--- src/rtl/fetch_queue_unit_if.sv ---
// Fetch-stage bus bundle: instruction ROM port, redirect from execute,
// and the valid/ready hand-off to decode.
// Optional: PC_ALIGN_CHECK_EN adds misalign_out / misalign_pc_out.
interface fetch_queue_unit_if #(
    parameter int PC_W  = 32,
    parameter int INS_W = 32,
    parameter int DEPTH = 4
);
    localparam int CNT_W = $clog2(DEPTH) + 1;

    // instruction ROM
    logic             imem_req_out;
    logic [PC_W-1:0]  imem_addr_out;
    logic [INS_W-1:0] imem_data_in;

    // redirect from execute
    logic             redirect_in;
    logic [PC_W-1:0]  redirect_pc_in;

    // decode hand-off
    logic             dec_ready_in;
    logic             dec_valid_out;
    logic [INS_W-1:0] dec_ins_out;
    logic [PC_W-1:0]  dec_pc_out;
    logic [PC_W-1:0]  dec_pcn_out;
    logic [CNT_W-1:0] count_out;

`ifdef PC_ALIGN_CHECK_EN
    logic             misalign_out;
    logic [PC_W-1:0]  misalign_pc_out;
`endif

    // fetch unit side
    modport master (
        output imem_req_out, imem_addr_out,
        input  imem_data_in,
        input  redirect_in, redirect_pc_in,
        input  dec_ready_in,
        output dec_valid_out, dec_ins_out, dec_pc_out, dec_pcn_out,
        output count_out
`ifdef PC_ALIGN_CHECK_EN
        , output misalign_out, misalign_pc_out
`endif
    );

    // ROM / execute / decode side
    modport slave (
        input  imem_req_out, imem_addr_out,
        output imem_data_in,
        output redirect_in, redirect_pc_in,
        output dec_ready_in,
        input  dec_valid_out, dec_ins_out, dec_pc_out, dec_pcn_out,
        input  count_out
`ifdef PC_ALIGN_CHECK_EN
        , input misalign_out, misalign_pc_out
`endif
    );
endinterface

--- src/rtl/fetch_queue_unit.sv ---
// Instruction-fetch stage: owns the fetch PC, issues reads to a 1-cycle
// synchronous instruction ROM, and buffers returned words with PC and PC+4
// in a DEPTH-entry queue drained by decode over valid/ready. A redirect
// flushes the queue and squashes the read in flight.
// Optional: define PC_ALIGN_CHECK_EN to word-align redirect targets and
// report the first misaligned target on misalign_out / misalign_pc_out.
module fetch_queue_unit #(
    parameter int              PC_W     = 32,
    parameter int              INS_W    = 32,
    parameter int              DEPTH    = 4,
    parameter logic [PC_W-1:0] RESET_PC = 'h0040_0000
) (
    input logic               clock,
    input logic               reset,
    fetch_queue_unit_if.master bus
);
    localparam int PTR_W = $clog2(DEPTH);
    localparam int CNT_W = PTR_W + 1;

    // architectural state
    logic [PC_W-1:0]  fetch_pc;
    logic [PC_W-1:0]  inflight_pc;
    logic             inflight;
    logic [PTR_W-1:0] head;
    logic [PTR_W-1:0] tail;
    logic [CNT_W-1:0] count;

    // queue storage (no reset needed: empty queue masks the outputs)
    logic [INS_W-1:0] ins_mem [DEPTH];
    logic [PC_W-1:0]  pc_mem  [DEPTH];
    logic [PC_W-1:0]  pcn_mem [DEPTH];

    // next-state values
    logic [PC_W-1:0]  fetch_pc_nxt;
    logic [PC_W-1:0]  inflight_pc_nxt;
    logic             inflight_nxt;
    logic [PTR_W-1:0] head_nxt;
    logic [PTR_W-1:0] tail_nxt;
    logic [CNT_W-1:0] count_nxt;

    // per-cycle controls
    logic             redirect;
    logic [PC_W-1:0]  target;
    logic             issue;
    logic             push;
    logic             pop;
    logic             head_valid;
    logic [CNT_W-1:0] occupancy;

    assign redirect = bus.redirect_in;

`ifdef PC_ALIGN_CHECK_EN
    assign target = {bus.redirect_pc_in[PC_W-1:2], 2'b00};
`else
    assign target = bus.redirect_pc_in;
`endif

    // Issue/push/pop decisions and next-state computation; redirect wins
    // over everything else.
    always_comb begin
        head_valid      = (count != '0);
        occupancy       = count + CNT_W'(inflight);
        // issue is held off while reset is asserted so the ROM sees no
        // request during reset even though the state reads as empty
        issue           = !reset && !redirect && (occupancy < CNT_W'(DEPTH));
        push            = inflight && !redirect;
        pop             = head_valid && bus.dec_ready_in && !redirect;

        fetch_pc_nxt    = fetch_pc;
        inflight_pc_nxt = inflight_pc;
        inflight_nxt    = issue;
        head_nxt        = head;
        tail_nxt        = tail;
        count_nxt       = count;

        if (redirect) begin
            fetch_pc_nxt = target;
            head_nxt     = '0;
            tail_nxt     = '0;
            count_nxt    = '0;
        end else begin
            if (issue) begin
                fetch_pc_nxt    = fetch_pc + PC_W'(4);
                inflight_pc_nxt = fetch_pc;
            end
            if (push) begin
                tail_nxt = tail + PTR_W'(1);
            end
            if (pop) begin
                head_nxt = head + PTR_W'(1);
            end
            case ({push, pop})
                2'b10:   count_nxt = count + CNT_W'(1);
                2'b01:   count_nxt = count - CNT_W'(1);
                default: count_nxt = count;
            endcase
        end
    end

    // Control state register with asynchronous reset.
    always_ff @(posedge clock or posedge reset) begin
        if (reset) begin
            fetch_pc    <= RESET_PC;
            inflight_pc <= '0;
            inflight    <= 1'b0;
            head        <= '0;
            tail        <= '0;
            count       <= '0;
        end else begin
            fetch_pc    <= fetch_pc_nxt;
            inflight_pc <= inflight_pc_nxt;
            inflight    <= inflight_nxt;
            head        <= head_nxt;
            tail        <= tail_nxt;
            count       <= count_nxt;
        end
    end

    // Write the returning ROM word into the tail slot.
    always_ff @(posedge clock) begin
        if (push) begin
            ins_mem[tail] <= bus.imem_data_in;
            pc_mem[tail]  <= inflight_pc;
            pcn_mem[tail] <= inflight_pc + PC_W'(4);
        end
    end

`ifdef PC_ALIGN_CHECK_EN
    logic            misalign;
    logic [PC_W-1:0] misalign_pc;

    // Sticky flag; only the first offending target is recorded.
    always_ff @(posedge clock or posedge reset) begin
        if (reset) begin
            misalign    <= 1'b0;
            misalign_pc <= '0;
        end else if (redirect && (bus.redirect_pc_in[1:0] != 2'b00) && !misalign) begin
            misalign    <= 1'b1;
            misalign_pc <= bus.redirect_pc_in;
        end
    end

    assign bus.misalign_out    = misalign;
    assign bus.misalign_pc_out = misalign_pc;
`endif

    // Output drive; head fields read as zero when the queue is empty.
    always_comb begin
        bus.imem_req_out  = issue;
        bus.imem_addr_out = fetch_pc;
        bus.dec_valid_out = head_valid;
        bus.dec_ins_out   = head_valid ? ins_mem[head] : '0;
        bus.dec_pc_out    = head_valid ? pc_mem[head]  : '0;
        bus.dec_pcn_out   = head_valid ? pcn_mem[head] : '0;
        bus.count_out     = count;
    end

    // The issue credit must always leave room for a return.
    assert property (@(posedge clock) disable iff (reset)
        !(push && !pop && (count == CNT_W'(DEPTH))));

endmodule

--- src/flat_wrapper.sv ---
// flat-port wrapper written by rule: the top's interface ports become plain ports
module fetch_queue_unit_flat 
#(
    parameter int              PC_W     = 32,
    parameter int              INS_W    = 32,
    parameter int              DEPTH    = 4,
    parameter logic [PC_W-1:0] RESET_PC = 'h0040_0000
)
  (clock, reset, bus_imem_req_out, bus_imem_addr_out, bus_imem_data_in, bus_redirect_in, bus_redirect_pc_in, bus_dec_ready_in, bus_dec_valid_out, bus_dec_ins_out, bus_dec_pc_out, bus_dec_pcn_out, bus_count_out);
  fetch_queue_unit_if #(.PC_W(PC_W), .INS_W(INS_W), .DEPTH(DEPTH)) bus_i ();
  input logic clock;
  input logic reset;
  output wire logic [$bits(bus_i.imem_req_out)-1:0] bus_imem_req_out;
  output wire logic [$bits(bus_i.imem_addr_out)-1:0] bus_imem_addr_out;
  input wire logic [$bits(bus_i.imem_data_in)-1:0] bus_imem_data_in;
  input wire logic [$bits(bus_i.redirect_in)-1:0] bus_redirect_in;
  input wire logic [$bits(bus_i.redirect_pc_in)-1:0] bus_redirect_pc_in;
  input wire logic [$bits(bus_i.dec_ready_in)-1:0] bus_dec_ready_in;
  output wire logic [$bits(bus_i.dec_valid_out)-1:0] bus_dec_valid_out;
  output wire logic [$bits(bus_i.dec_ins_out)-1:0] bus_dec_ins_out;
  output wire logic [$bits(bus_i.dec_pc_out)-1:0] bus_dec_pc_out;
  output wire logic [$bits(bus_i.dec_pcn_out)-1:0] bus_dec_pcn_out;
  output wire logic [$bits(bus_i.count_out)-1:0] bus_count_out;
  assign bus_imem_req_out = bus_i.imem_req_out;
  assign bus_imem_addr_out = bus_i.imem_addr_out;
  assign bus_i.imem_data_in = bus_imem_data_in;
  assign bus_i.redirect_in = bus_redirect_in;
  assign bus_i.redirect_pc_in = bus_redirect_pc_in;
  assign bus_i.dec_ready_in = bus_dec_ready_in;
  assign bus_dec_valid_out = bus_i.dec_valid_out;
  assign bus_dec_ins_out = bus_i.dec_ins_out;
  assign bus_dec_pc_out = bus_i.dec_pc_out;
  assign bus_dec_pcn_out = bus_i.dec_pcn_out;
  assign bus_count_out = bus_i.count_out;
  fetch_queue_unit #(.PC_W(PC_W), .INS_W(INS_W), .DEPTH(DEPTH), .RESET_PC(RESET_PC)) u_core (.clock(clock), .reset(reset), .bus(bus_i));
endmodule
--- config.mk ---
export PLATFORM = sky130hd
export DESIGN_NAME = fetch_queue_unit_flat
export DESIGN_NICKNAME = d
export VERILOG_FILES = /design/src/rtl/fetch_queue_unit_if.sv /design/src/rtl/fetch_queue_unit.sv /design/src/flat_wrapper.sv
export SDC_FILE = /design/constraint.sdc
export NUM_CORES = 1
export LEC_CHECK = 0
export BUFFER_PORTS_ARGS = -buffer_cell sky130_fd_sc_hd__buf_2
export CAP_MARGIN = 25
export CORE_ASPECT_RATIO = 0.5
export CORE_MARGIN = 1
export CORE_UTILIZATION = 60
export DETAILED_ROUTE_END_ITERATION = 12
export HOLD_SLACK_MARGIN = 0.05
export PLACE_DENSITY = 0.81
export SLEW_MARGIN = 0
export SYNTH_ARGS = -nofsm -noshare
export SYNTH_HDL_FRONTEND = slang
export SYNTH_SLANG_ARGS = --single-unit
--- constraint.sdc ---
create_clock -name clock -period 9.04 [get_ports clock]
set_clock_uncertainty 0.05 [all_clocks]
set_input_delay 2.712 -clock clock [delete_from_list [all_inputs] [get_ports clock]]
set_output_delay 2.712 -clock clock [all_outputs]
set_load 0.1 [all_outputs]
* Word-level counts from Yosys, hierarchy flattened
Memory sizes are Yosys's and may differ from the RTL's.
Index checks and enable logic that the tools add are counted.
** Storage, ports and cells
- Register bits after elaboration :: 72
- Memory bits (writable) :: 384
- Bits of input ports :: 68
- Output and inout port bits :: 133
- Logic and storage cells :: 46
- Memories kept :: 3
** Memory list
- u_core.ins_mem :: words 4, bits a word 32, rd ports 1, clocked after Yosys merged registers in 0, wr ports 1, line fetch_queue_unit.sv:29 : logic [INS_W-1:0] ins_mem [DEPTH];
- u_core.pc_mem :: words 4, bits a word 32, rd ports 1, clocked after Yosys merged registers in 0, wr ports 1, line fetch_queue_unit.sv:30 : logic [PC_W-1:0] pc_mem [DEPTH];
- u_core.pcn_mem :: words 4, bits a word 32, rd ports 1, clocked after Yosys merged registers in 0, wr ports 1, line fetch_queue_unit.sv:31 : logic [PC_W-1:0] pcn_mem [DEPTH];
** Operators by class
- $add $sub $neg :: 7
- $lt $le $gt $ge :: 1
- Equal/unequal tests :: 2
- Muxes and demuxes :: 13
- Bitwise logic cells :: 1
- Reductions and logical operators :: 13
** Operator list (number)
- $mux 32 :: 5
- $add 32x3->32 const B :: 2
- $mux 2 :: 4
- $pmux 3 s2 :: 1
- $reduce_bool 2->1 :: 3
- $reduce_bool 3->1 :: 2
- $logic_and 1x1->1 :: 5
- $add 2x1->2 const B :: 2
- $add 3x1->3 :: 1
- $add 3x1->3 const B :: 1
- $lt 3x3->1 const B :: 1
- $mux 3 :: 1
- $sub 3x1->3 const B :: 1
- $eq 2x1->1 const B :: 1
- $eq 2x2->1 const B :: 1
- $logic_not 1->1 :: 2
- $mux 1 :: 2
- $reduce_and 2->1 :: 1
- $not 1->1 :: 1

* Depth between registers and ports, before layout
Gate-level depths: netlist of run 1.
- Depth after elaboration :: 6
- Depth in mapped cells :: 8
- Gate-level depth less buffers :: 7

* Worst setup path after synthesis of run 1
No wires, ideal clock.
- Kind :: input to output
- From :: in reset
- To :: out bus_imem_req_out
- Data arrival time :: 4.062 ns
- Data required time :: 6.278 ns
- Path slack :: 2.216 ns
- Cell stages on the path :: 3
- Path buffers :: 1
- Cells stage by stage :: a21o_1 > nor2_1 > clkbuf_1
** Between the ends
- Word-level cells in the longest chain between the ends :: 3
** Ends and longest elaborated chain
- from (decl) :: line flat_wrapper.sv:12 : input logic reset;
- $logic_not 1->1 :: line fetch_queue_unit.sv:65 : issue = !reset && !redirect && (occupancy < CNT_W'(DEPTH));
- $logic_and 1x1->1 (2 in series) :: line fetch_queue_unit.sv:65
- to (decl) :: line flat_wrapper.sv:13 : output wire logic [$bits(bus_i.imem_req_out)-1:0] bus_imem_req_out;
Every way passes these cells.

* Worst setup path after layout of run 1
Same ends and word-level chain as after synthesis.

==> results.md, run 1 <==
- Headroom to the max-slew limit came out at 32.5%.
- IR analysis of the VDD net gives a maximum drop of 0.245 mV.
- The pin count of the biggest net entering global routing is 98.
- Setup repair after global routing left no endpoint under its margin.
- Measured along the x axis, the die boundary spans 248 um.
- The slew at the pin closest to its max-slew limit is 1010 ps.
- In the final routed layout, each cell accounts on average for 22.9 um.
- The signal on the critical path passes through buf_2 -> a21o_1 -> nor2_4 -> buf_2.
- In this run the clock root is driven by a sky130_fd_sc_hd__clkbuf_16.
- The tool flagged a number of max-cap violations equal to 0.
- The most numerous cell type found on the critical path is sky130_fd_sc_hd__buf_2.
- In this run the mean area of a mapped cell was roughly 18 um2.
- After the last flow step, the layout net total stands at 1282.
- For this run, the slowest stage of the critical path takes 440 ps.
- The element type at the critical path start is an input port.
- The leading register cell type out of synthesis is sky130_fd_sc_hd__edfxtp_1.
- The TritonCTS clock tree is yes.
- The remaining antenna violation count is 0.
- The worst-case hold slack is around 470 ps.
- Detailed routing placed a total of 2180 um of wire on met3.
- For this run, asynchronously set or reset flops after synthesis account for 16.1%.
- For this run, design rule violations remaining after detail routing come to 5.
- The first global-routing pass estimated roughly 57000 um of wire.
- The overall routed net length is 37300 um.
- The die boundary height is 125 um.
- The total number of placement rows is 44.
- The core region is between 20000 and 30000 um2.
- The clock latency reported for the late side of the worst-skew pair is between 500 and 600 ps.
- Synthesis produced 1011 cells.
- For this block, the initial DRC count from the detailed router was 1007.
- Power spread over the standard cell area amounts to 353 nW/um2.
- Pin placement for this block handled 201 I/O pins.
- The total number of clock tree sinks is 448.
- The maximum clock frequency is 0.156 GHz.
- The number of distinct library cell variants in the gate-level netlist after synthesis is 43.
- The placed wire-length estimate is 22000 um.
- The final weighted congestion in routability-driven placement is 0.776.
- The repair_antennas step left the layout with diodes totalling 0.
- The number of antenna violations at the first check in global routing is 0.
- For the final routed database, the setup TNS stands at 0 ps.
- The number of clock buffers added by TritonCTS is 38.
- The worst setup path is captured at a primary output.
- The worst hold path belongs to the class flop to flop.
- The count of final max-slew check failures is 0.
- For this run, the register share of the synthesized area comes to 72.3%.
- The effective utilization at floorplan is roughly three fifths.
- The number of hold buffers added after CTS was 0.
- The maximum number of buffers from clock root to sink is 3.
- The netlist area before placement is roughly 18000 um2.
- The via count of the routed design is about 9600.
- In the detailed route, the total length drawn on met2 is 18700 um.
- The highest layer used for signal routing is met4.
- For the finished layout, the period the worst path requires is 6390 ps.
- The layout cell share with drive strength beyond 1 is 32.4%.
- After clock tree synthesis, the repair step resized 0 gates.
- Buffers placed on the I/O ports in this run total 200.
- After clock tree synthesis, the clock-pin slew on the worst setup and hold paths is 70 ps.
- The total of warnings raised by yosys is 0.
- Dividing the detail-routed via count by the number of cells gives 5.91.
- The run finished, with violations left.
- The critical path class is input port to primary output.
- The number of endpoints failing setup at the final stage is 0.
- Global routing finished with a remaining overflow of 0.
- The detailed-router iteration count before antenna repair is 9.
- The number of enable-type register cells in the synthesized netlist is 376.
- When the netlist entered floorplanning its net count stood at 1086.
- The total die area is 30900 um2.
- The slowest stage of the critical path belongs to the cell sky130_fd_sc_hd__buf_2.
- The wire length on met1 is 15300 um.
- Global routing consumed, over all layers together, about 25% of the routing resources.
- For this design the static power due to leakage is 7.29 nW.
- The fraction of the cycle the final worst path needs is 70.7%.
- The area growth from synthesis to layout is 14.2%.
- In this run the worst path has a maximum fanout of 5.
- The total setup buffers inserted after CTS is 0.
- The synthesis-stage register bit count is ~450.
- The arrival time of the worst setup path is 3630 ps.
- The number of hold violations in the final report is 0.
- In this run the number of H-tree levels came out at 2.
- The via count of the first global-routing pass is 9995.
- For the worst setup path, the data required time is 6280 ps.
- The checks that failed: DRC.
[path summary, 6_finish.rpt]
path	from	end	slack, ps	depth (start not counted)
max	reset	bus_imem_req_out	2650	4
min	u_core.inflight_pc[1]$_DFFE_PP0P_	u_core.pc_mem[0][1]$_DFFE_PP_	470	0
max reg2reg	u_core.bus.count_out[0]$_DFFE_PP0P_	u_core.bus.count_out[2]$_DFFE_PP0P_	5990	9
min reg2reg	u_core.inflight_pc[1]$_DFFE_PP0P_	u_core.pc_mem[0][1]$_DFFE_PP_	470	0
max in group asynchronous	reset	u_core.bus.imem_addr_out[1]$_DFFE_PP0P_	5750	3
min in group asynchronous	reset	u_core.bus.count_out[2]$_DFFE_PP0P_	2220	2
[synthesized netlist by cell type (7+ instances only)]
cell type,instances,area [um2]
sky130_fd_sc_hd__clkbuf_1,32,120
sky130_fd_sc_hd__mux4_2,94,2120
sky130_fd_sc_hd__nand4_1,11,68.8
sky130_fd_sc_hd__dfrtp_1,71,1780
sky130_fd_sc_hd__edfxtp_1,376,11300
sky130_fd_sc_hd__nor3_1,17,85.1
sky130_fd_sc_hd__buf_2,12,60.1
sky130_fd_sc_hd__nand3_1,18,90.1
sky130_fd_sc_hd__o21ai_0,32,160
sky130_fd_sc_hd__xor2_1,20,175
sky130_fd_sc_hd__nor2_1,22,82.6
sky130_fd_sc_hd__inv_1,17,63.8
sky130_fd_sc_hd__xnor2_1,41,359
sky130_fd_sc_hd__nor4_1,7,43.8
sky130_fd_sc_hd__and2_1,99,619
sky130_fd_sc_hd__mux2_2,29,327
sky130_fd_sc_hd__nand2_1,57,214
[layout by cell type (no fill, tap or decap), drive strengths merged, types with 3 or more instances in the layout]
cell	synthesis	layout
mux4	94	94
nor4	8	8
clkbuf	33	56
mux2i	3	3
or3	3	3
inv	17	17
nor2	22	22
nand3	18	18
nor3	17	17
ha	6	6
nand4	11	11
nand2	57	57
xor2	20	20
clkinv	0	10
xnor2	41	41
buf	22	211
and2	99	99
mux2	29	29
edfxtp	376	376
or2	3	3
and4	6	6
o21ai	35	35
dfrtp	71	71
[power breakdown]
group          switching, mW  internal, mW
combinational           2.41         0.571
sequential             0.221          2.52
clock                  0.713         0.876
[flip-flops by register name, summed over array words and instances, names as in the netlist]
register / cells
u_core.ins_mem: 128
u_core.pc_mem: 126
u_core.pcn_mem: 122
u_core.bus.imem_addr_out: 32
u_core.inflight_pc: 32
u_core.bus.count_out: 3
u_core.head: 2
u_core.tail: 2
u_core.inflight: 1
[worst max-delay path, delay by kind of cell]
family / cells / cell delay (ps)
compound gates: 1 / 230
buf+inv: 2 / 570
simple gates: 1 / 110
[routing by layer]
metal,GRT usage (%),vias up
met5,0,-
met1,34.4,4946
met4,8.01,0
met3,4.20,76
li1,-,4269
met2,40.9,320
[cells by family after synthesis]
group	after synthesis	synth area share, %
AO/OA/AOI/OAI	43	1.30
XOR/XNOR	61	2.95
multiplexers	126	13.6
flip-flops	448	72.3
adder cells (fa/ha/maj)	7	0.525
AND/OR/NAND/NOR	254	7.62
buffers and inverters	72	1.71
[area by class of cell]
class / instances / area, um2
timing repair buffer: 211 / 1120
fill: 1835 / 8650
sequential: 448 / 13100
clock buffer: 56 / 1060
multi-input combinational: 491 / 4740
tap: 391 / 489
inverter: 17 / 65.1
clock inverter: 13 / 121
[through the flow]
step           setup WS [ps]  power (mW)  instance area, um2  cells  utilization (%)
3_3_place_gp            2670        5.70               19500   1557             66.4
2_1_floorplan           2220        5.21               18100   1011                -
3_5_place_dp            2650        5.75               19500   1557             66.4
5_1_grt                 2620        7.54               20700   1627             70.5
6_report                2650        7.31               20700   1627             70.5
4_1_cts                 2650        7.32               20700   1626             70.4
Note: power is estimated with default switching activity, not from simulation.
==> run 2: changes to the inputs <==
--- a/config.mk
+++ b/config.mk
@@ -9,10 +9,10 @@
 export CAP_MARGIN = 25
 export CORE_ASPECT_RATIO = 0.5
 export CORE_MARGIN = 1
-export CORE_UTILIZATION = 60
+export CORE_UTILIZATION = 58
 export DETAILED_ROUTE_END_ITERATION = 12
 export HOLD_SLACK_MARGIN = 0.05
-export PLACE_DENSITY = 0.81
+export PLACE_DENSITY = 0.79
 export SLEW_MARGIN = 0
 export SYNTH_ARGS = -nofsm -noshare
 export SYNTH_HDL_FRONTEND = slang
==> constraint.sdc (replaced) <==
create_clock -name clock -period 6.4 [get_ports clock]
set_clock_uncertainty 0.05 [all_clocks]
set_input_delay 1.92 -clock clock [delete_from_list [all_inputs] [get_ports clock]]
set_output_delay 1.92 -clock clock [all_outputs]
set_load 0.1 [all_outputs]
==> run 2 against run 1 <==
Via count rose by 1.1%. Largest cell class unchanged. Clock power grew 50%. Sequential share of layout area decreased by 0.69 points. Cell count grew 2.4%. First-iteration DRC count is 21% lower. Critical endpoint is now bus_dec_pc_out[15]. Routed wire length grew 1.9%. Total power rose by 43%. The flow now finishes without violations.
==> results.md, run 2 (synthesis results as in run 1) <==
- The effective utilization at floorplan is 59.4% (-2.4 points).
- The endpoint of the worst register-to-register path is u_core.bus.count_out[2]$_DFFE_PP0P_.
- The total die area is 32000 um2 (+3.4%).
- The post-placement cell count is 1594 (+2.4%).
- The largest stage delay on the critical path came to 940 ps (+500 ps).
- The die boundary height came to 127 um (+1.7%).
- The count of final max-slew check failures came to 0 (unchanged).
- The library cell used as clock root buffer is sky130_fd_sc_hd__clkbuf_16.
- The number of stages on the worst hold path came to 0 (unchanged).
- The slew at the pin closest to its max-slew limit was 978 ps (-35.2 ps).
- The total of buffers placed on input and output ports was 200 (unchanged).
- The number of nets in the final layout is 1289 (+0.55%).
- The arrival time of the worst setup path is 3000 ps (-630 ps).
- The critical-path cell with the highest stage delay is sky130_fd_sc_hd__dfrtp_4.
- The number of hold violations in the final report is 0 (unchanged).
- The detail-routed net length per standard cell is 22.8 um (-0.50%).
- The layout overhead on the synthesized area is 15.4%.
- The I/O pin count is 201 (unchanged).
- The count of instances resized after the clock tree is built is 0 (unchanged).
- In the finished design, the share of the clock period the worst path needs comes to 77.7%.
- Derived from the worst setup path, the maximum achievable clock frequency is 0.201 GHz.
- The via count of the first global-routing pass is 10200 (+1.8%).
- The sort of element at the end of the critical path is a primary output.
- The count of buffer and inverter cells on the critical path was 2 (unchanged).
- The worst setup path is launched from a flop.
- The worst min-delay path startpoint is u_core.inflight_pc[1]$_DFFE_PP0P_.
- The depth of the CTS H-tree was 2 (unchanged).
- The via-per-instance ratio is 5.83 (-1.3%).
- The tightest min-delay check is of the flop to flop type.
- The total setup buffers inserted after CTS came to 0 (unchanged).
- The worst register-to-register path begins at u_core.bus.count_out[1]$_DFFE_PP0P_.
- The pin count of the biggest net entering global routing was 70 (-29%).
- The maximum vdd ir drop is 0.375 mV (+53%).
- The worst slew slack as a fraction of its limit is 34.8% (+2.3 points).
- The global-route wire length before repair is 58500 um (+2.4%).
- The total number of placement rows was 45 (+2.3%).
- The met3 usage is 4.24% (+0.036 points).
- The maximum number of buffers from clock root to sink was 3 (unchanged).
- The residual overflow from global routing was 0 (unchanged).
- The layout cell share with drive strength beyond 1 came to 33.1% (+0.62 points).
- The sum of negative setup slack is 0 ps (unchanged).
- The clock latency reported for the late side of the worst-skew pair is 540 ps (about the same).
- In the layout the commonest cells are sky130_fd_sc_hd__edfxtp_1 (376), sky130_fd_sc_hd__buf_2 (200), sky130_fd_sc_hd__and2_1 (95).
- The number of antenna diodes is 0 (unchanged).
- In the final layout, the registers with the most flip-flops are u_core.ins_mem: 128 flops, u_core.pc_mem: 126 flops, u_core.pcn_mem: 122 flops.
- The number of CTS-inserted buffers came to 39 (+2.6%).
- The leakage power is 7.38 nW (+1.3%).
- The total number of clock tree sinks is 448 (unchanged).
- The flow ran to the end, and the final reports show no timing, DRC or antenna violations.
- The clock-pin slew on the worst setup and hold paths is 70 ps (about the same).
- The overall fraction of global-route tracks in use is 24.3% (-0.63 points).
- The met2 track demand over resource in global routing is 40.9% (-0.046 points).
- The flip-flop count of the largest register, all copies and words added is 128 (unchanged).
- The library cell used most frequently in the layout, excluding fill and tap cells, is sky130_fd_sc_hd__edfxtp_1.
- The TritonCTS clock tree is yes.
- The number of max-cap violations came to 0 (unchanged).
- The number of buffers inserted for hold repair after clock tree synthesis is 0 (unchanged).
- The placed wire-length estimate came to 22700 um (+3.3%).
- The critical path class is flop to primary output.
- The starting DRC count in detailed routing is 795 (-21%).
- The via count of the routed design is 9718 (+1.1%).
- The final standard cell count with taps included and fillers excluded was 1666 (+2.4%).
- The detailed-router iteration count before antenna repair came to 5 (-4).
- The die width came to 252 um (+1.7%).
- The number of endpoints failing setup at the final stage is 0 (unchanged).
- Setup repair after global routing left no endpoint under its margin.
- The final weighted congestion in routability-driven placement was 0.789 (+1.7%).
- The global routing stage identified its most utilized layer as met2.
- The worst-case reg-to-reg path depth came to 8 (-1).
- The met1 track demand over resource in global routing is 32.7% (-1.7 points).
- The largest driver fanout on the critical path came to 37 (+32).
- The number of antenna violations at the first check in global routing is 0 (unchanged).
- The hold path endpoint is u_core.pc_mem[2][1]$_DFFE_PP_.
- The worst path needs 4970 ps of the cycle, external delays included.
- The register with the highest flop count is u_core.ins_mem.
- The required time of the critical path came to 4430 ps (-1850 ps).
- The power per unit of standard cell area is 501 nW/um2 (+42%).
- The signal on the critical path passes through buf_4 -> mux4_2 -> and2_1 -> buf_2.
- The overall power is 10.5 mW (+43%).
- The remaining antenna violation count is 0 (unchanged).
- The register-to-register setup slack is 3260 ps (-2730 ps).
- The area inside the core boundary is 30500 um2 (+4.0%).
- Among cell families on the critical path, the largest total delay comes from flip-flops.
- The overall routed net length was 38000 um (+1.9%).
- The residual DRC count is 0 (-5).
[run 2: changes by cell type in the layout (fill, tap and decap cells not counted)]
cell                        change
sky130_fd_sc_hd__buf_12         +3
sky130_fd_sc_hd__bufinv_16      +1
sky130_fd_sc_hd__clkinv_4       -1
sky130_fd_sc_hd__clkbuf_16      +3
sky130_fd_sc_hd__clkbuf_1       -3
sky130_fd_sc_hd__clkbuf_8       +2
sky130_fd_sc_hd__inv_6          -1
sky130_fd_sc_hd__buf_4          +3
[run 2: worst max-delay path by stage]
stage,from,endpoint,slack [ps],depth (start not counted)
after detailed placement,reset,bus_imem_req_out,1580,4
after floorplan,reset,bus_imem_req_out,1160,3
final,u_core.head[0]$_DFFE_PP0P_,bus_dec_pc_out[15],1430,4
after CTS,u_core.head[0]$_DFFE_PP0P_,bus_dec_pc_out[15],1340,4
after global placement,reset,bus_imem_req_out,1590,4
after global routing,u_core.head[0]$_DFFE_PP0P_,bus_dec_pc_out[15],1230,4
[run 2: metal layers]
metal  vias to the layer above  part of all wire (%)  routed length, um
li1                       4277                     -                  -
met1                      5057                    41              15600
met2                       313                    51              19400
met3                        71                   5.0               1910
met4                         0                   2.9               1100
met5                         -                     0                  0
[run 2: per-stage QoR]
| step | hold WS [ps] | util [%] | instance area [um2] | setup slack (ps) |
|---|---|---|---|---|
| 3_3_place_gp | 446 | 64.2 | 19600 | 1590 |
| 2_1_floorplan | 422 | - | 18100 | 1160 |
| 4_1_cts | 476 | 68.4 | 20900 | 1340 |
| 5_1_grt | 496 | 68.5 | 20900 | 1230 |
| 3_5_place_dp | 461 | 64.2 | 19600 | 1580 |
| 6_report | 481 | 68.5 | 20900 | 1430 |
[run 2: cell type report]
type | count | area [um2]
Sequential cell | 448 | 13100
Fill cell | 2013 | 9600
Multi-Input combinational cell | 491 | 4740
Timing Repair Buffer | 217 | 1200
Clock buffer | 58 | 1150
Tap cell | 423 | 529
Clock inverter | 12 | 134
Inverter | 17 | 65.1
[run 2: power breakdown]
group | total [mW] | internal [mW] | leakage, nW | switching (mW)
combinational | 4.21 | 0.810 | 2.46 | 3.40
sequential | 3.87 | 3.56 | 4.29 | 0.315
clock | 2.38 | 1.37 | 0.627 | 1.01
total | 10.5 | 5.74 | 7.38 | 4.73
